File: src/rtl/seg_scan_driver.sv
// Time-multiplexed 7-segment scan driver: latches a frame snapshot of a static segment bus and scans it digit by digit.
// Optional overflow blink is enabled by defining SEG_SCAN_OVF_BLINK_EN. Segment bit i is segment a+i (a at bit 0).
module seg_scan_driver #(
  parameter int N_SEGS   = 8,
  parameter int DIV_W    = 16,
  parameter int DIV_TERM = 49999
) (
  input  logic                  clk,
  input  logic                  rst,
  input  logic [7*N_SEGS-1:0]   segs_in,
  input  logic                  overflow,
  output logic [6:0]            seg_out,
  output logic [N_SEGS-1:0]     an_out,
  output logic                  frame_sync
);

  localparam int               IDX_W    = (N_SEGS > 1) ? $clog2(N_SEGS) : 1;
  localparam logic [DIV_W-1:0] CNT_TERM = DIV_W'(DIV_TERM);
  localparam logic [IDX_W-1:0] IDX_LAST = IDX_W'(N_SEGS - 1);

  logic [DIV_W-1:0]    cnt_q, cnt_d;
  logic [IDX_W-1:0]    idx_q, idx_d;
  logic                ghost_q, ghost_d;
  logic [7*N_SEGS-1:0] shadow_q, shadow_d;
  logic                load_pend_q, load_pend_d;
  logic                frame_sync_q, frame_sync_d;
  logic                tick;
  logic                load;
  logic                ovf_blank;

  assign tick = (cnt_q == CNT_TERM);
  // A frame wrap and the pending post-reset load share one snapshot path.
  assign load = load_pend_q | (tick & (idx_q == IDX_LAST));

  always_ff @(posedge clk or posedge rst) begin
    if (rst) begin
      cnt_q        <= '0;
      idx_q        <= '0;
      ghost_q      <= 1'b1;
      shadow_q     <= '1;
      load_pend_q  <= 1'b1;
      frame_sync_q <= 1'b0;
    end else begin
      cnt_q        <= cnt_d;
      idx_q        <= idx_d;
      ghost_q      <= ghost_d;
      shadow_q     <= shadow_d;
      load_pend_q  <= load_pend_d;
      frame_sync_q <= frame_sync_d;
    end
  end

  always_comb begin
    cnt_d        = tick ? '0 : cnt_q + 1'b1;
    idx_d        = idx_q;
    if (tick) idx_d = (idx_q == IDX_LAST) ? '0 : idx_q + 1'b1;
    ghost_d      = tick;
    shadow_d     = load ? segs_in : shadow_q;
    load_pend_d  = 1'b0;
    frame_sync_d = load;
  end

`ifdef SEG_SCAN_OVF_BLINK_EN
  logic       ovf_q;
  logic [4:0] frame_cnt_q;

  always_ff @(posedge clk or posedge rst) begin
    if (rst) begin
      ovf_q       <= 1'b0;
      frame_cnt_q <= '0;
    end else if (load) begin
      ovf_q       <= overflow;
      frame_cnt_q <= frame_cnt_q + 5'd1;
    end
  end

  assign ovf_blank = ovf_q & frame_cnt_q[4];
`else
  logic unused_overflow;
  assign unused_overflow = overflow;
  assign ovf_blank       = 1'b0;
`endif

  always_comb begin
    seg_out    = 7'h7F;
    an_out     = '1;
    frame_sync = frame_sync_q;
    if (!ghost_q) begin
      an_out  = ~(N_SEGS'(1) << idx_q);
      seg_out = ovf_blank ? 7'h7F : shadow_q[7*idx_q +: 7];
    end
  end

endmodule
File: config.mk
export PLATFORM = sky130hd
export DESIGN_NAME = seg_scan_driver
export DESIGN_NICKNAME = d
export VERILOG_FILES = /design/src/rtl/seg_scan_driver.sv
export SDC_FILE = /design/constraint.sdc
export NUM_CORES = 1
export LEC_CHECK = 0
export ABC_AREA = 1
export CAP_MARGIN = 10
export CORE_MARGIN = 2
export CORE_UTILIZATION = 53
export CTS_BUF_LIST = sky130_fd_sc_hd__clkbuf_16
export DETAILED_ROUTE_END_ITERATION = 7
export PLACE_DENSITY_LB_ADDON = 0.05
export SLEW_MARGIN = 5
export SYNTH_ARGS = -nofsm -noshare
export SYNTH_HDL_FRONTEND = slang
export SYNTH_SLANG_ARGS = --single-unit
File: constraint.sdc
create_clock -name clk -period 2.6 [get_ports clk]
set_input_delay 0.52 -clock clk [delete_from_list [all_inputs] [get_ports clk]]
set_output_delay 0.52 -clock clk [all_outputs]
set_load 0.01 [all_outputs]
==> impl_metrics.tcl <==
set metrics [dict create \
    outcome "complete, no violations" \
    drive_gt1_share_pct 20.3 \
    clock_skew_ns 0.00730 \
    post-route-drc-count 0 \
    utilization_pct 69.1 \
    synth_edf_count 0 \
    reg2reg_depth 8 \
    worst_slew_pin_slew_ns 0.570 \
    antenna_cells 0 \
    hold_class "reg -> reg" \
    synthTopCellsByArea "dfstp_2 (37%), nand2_1 (16%), dfrtp_1 (12%)" \
    avgSynthCellArea_um2 8.01 \
    fin_nets 651 \
    reg2reg_to "shadow_q[45]" \
    netlist_area_um2 4110 \
    postRouteWirelength_mm 9.80 \
    max-vdd-ir-drop_mv 0.362 \
    crit_chain "buf_4 > nor2_1 > o21ai_0 > o211ai_1 > nand2_1 > inv_1 > clkdlybuf4s50_1" \
    synth_cell_type_count 26 \
    slowest_delay_ns 0.53 \
    p_per_area_nw_per_um2 578 \
    crit_path_end_kind "primary output" \
    async_flop_share_pct 100 \
    hpwl_mm 6.59 \
    grtUsageTotal_pct 24.6 \
    post-route-period-util_pct 99.3 \
    cp.arrival_ns 2.06 \
    start_util_pct 54.0 \
    grt_pass1_vias 3417 \
    period_needed_ns 2.58 \
    cts_made_buffers 9 \
    tritoncts "built" \
    fillCellCount 646 \
    rsz0062_at_grt "true" \
    clockRootBuffer "clkbuf_16" \
    antenna_found_initial 0 \
    synth_warnings 0 \
    yosysSeqAreaShare_pct 49.3 \
    placed_cell_area_um2 4890 \
    vias_per_cell 5.12 \
    crit_fanout 10 \
    core_area_um2 7610 \
    fmax_ghz 0.388 \
    area_growth_pct 28.1 \
    path_clk_slew_ns 0.06 \
    dieArea_um2 8470 \
    relSlewSlack_pct 62.0 \
    drv_cap 0 \
    drtIter0Drc 144 \
    globalplace.congestion 0.853 \
    grt_pass1_wl_mm 16.4 \
    clock_latency_ns 0.34 \
    worst_hold_startpoint "cnt_q[0]" \
    cp-start-kind "flip-flop" \
    final-hold-violation-count 0 \
    grt_max_degree 57 \
    holdPathEnd "cnt_q[0]" \
    whs_path_depth 1 \
    ctsHoldBuffers 0 \
    io_pins 75 \
    cts.sinks 78 \
    cp_slowest_cell "clkdlybuf4s50_1" \
    syn_nets 579 \
    num_vias 3544 \
    synthFlopType "dfstp_2" \
    grt_overflow_total 0 \
    die_w_um 92.0 \
    synth.top_cell.area_share_pct 37.1 \
    p_leak_nw 2.49 \
    r2r_start "idx_q[0]" \
    cts_buffer_depth 2 \
    ys_ff_latch 78 \
    critPathKind "reg -> out" \
    cp.required_ns 2.08 \
    fp-row-count 32 \
    design_area_um2 5260 \
    slew_viol_final 0 \
    synth_top_area_cell "dfstp_2" \
    numPortBuffers 73 \
    reg2reg_slack_ns 0.39 \
    first_pass_iters 4 \
    syn_inst 513 \
    setup_viol 0 \
    die_height_um 92.0 \
    ant_nets 0 \
    cts.htree.levels 3 \
    wl_per_cell_um 14.2 \
]
layer usage:
metal	wire (um)	global-route usage, %	vias up
met2	4530	37.4	118
met1	4570	36.1	1644
met4	138	7.34	0
met3	559	4.77	11
li1	-	-	1771
met5	0	0	-
Yosys cell counts (7+ instances only):
cell / number
buf_1: 8
dfrtp_1: 20
dfstp_2: 58
ha_1: 7
inv_1: 27
nand2_1: 170
nand2_2: 21
nand3_1: 66
nor2_1: 57
o211ai_1: 14
o21ai_0: 24
xor2_1: 8
report_power, final:
part	switching, mW	total [mW]	internal [mW]
clock network	0.496	1.33	0.835
logic	0.152	0.309	0.157
registers	0.0473	1.40	1.35
total	0.695	3.04	2.35
layout by cell type, fill, tap and decap left out, drive strengths merged, types with 14 or more instances in the layout:
cell type	netlist	final
o21ai	24	24
buf	20	14
clkdlybuf4s50	0	65
nand3	67	67
dfrtp	20	20
nand2	192	192
inv	28	29
o211ai	14	14
dfstp	58	58
nor2	59	59
per-stage QoR:
stage / hold slack (ns) / setup TNS (ns) / cells / power, mW / worst slack, ns
floorplan: 0.433 / 0 / 513 / 1.57 / 0.181
global placement: 0.446 / 0 / 674 / 1.72 / 0.174
detailed placement: 0.469 / 0 / 674 / 1.73 / 0.152
CTS: 0.477 / -0.0394 / 692 / 3.07 / -0.0218
global route: 0.502 / -0.179 / 692 / 3.16 / -0.125
finish: 0.478 / 0 / 692 / 3.04 / 0.0195
flip-flops by register name, indices dropped and copies added (netlist names):
signal,cells
shadow_q,56
frame_sync,1
ghost_q,1
idx_q,3
cnt_q,16
load_pend_q,1
worst max-delay path by stage:
stage	depth (start not counted)	slack (ns)	startpoint	to
3_3_place_gp	9	0.17	idx_q[0]	seg_out[2]
4_1_cts	9	-0.02	idx_q[0]	seg_out[2]
6_report	7	0.02	idx_q[1]	seg_out[3]
2_1_floorplan	1	0.18	rst	cnt_q[0]
5_1_grt	8	-0.13	idx_q[0]	seg_out[3]
3_5_place_dp	6	0.15	idx_q[2]	seg_out[2]
worst max-delay path, delay by kind of cell (launching register included):
family                 cells  cell delay (ns)
and+or+nand+nor            2             0.19
buffers and inverters      3             0.80
DFF                        1             0.47
AOI/OAI and AO/OA          2             0.27
logic make-up (layout without fill, tap and decap cells):
kind of cell	count (synthesis)	in the layout	share of synthesized area, %
fa+ha+maj	7	7	2.13
buf+inv	57	134	7.46
xor+xnor	8	8	1.71
flops	78	78	49.3
compound gates	43	43	6.09
simple gates	319	319	33.2
other cells	1	1	0.0913
area by class of cell:
type	count	area, um^2	share of cell area [%]
clock buffer	9	225	4.28
clock inverter	7	88.8	1.69
inverter	31	124	2.35
multi-input combinational	378	1780	33.9
sequential	78	2030	38.5
tap	102	128	2.43
timing repair buffer	87	885	16.8
repair_timing:
action	4_1_cts	5_1_grt
setup buffers	2	0
setup endpoints to repair	10	7
gates resized for setup	11	8
hold endpoints to repair	0	0
pin swaps	2	2
Note: power is estimated with default switching activity, not from simulation.
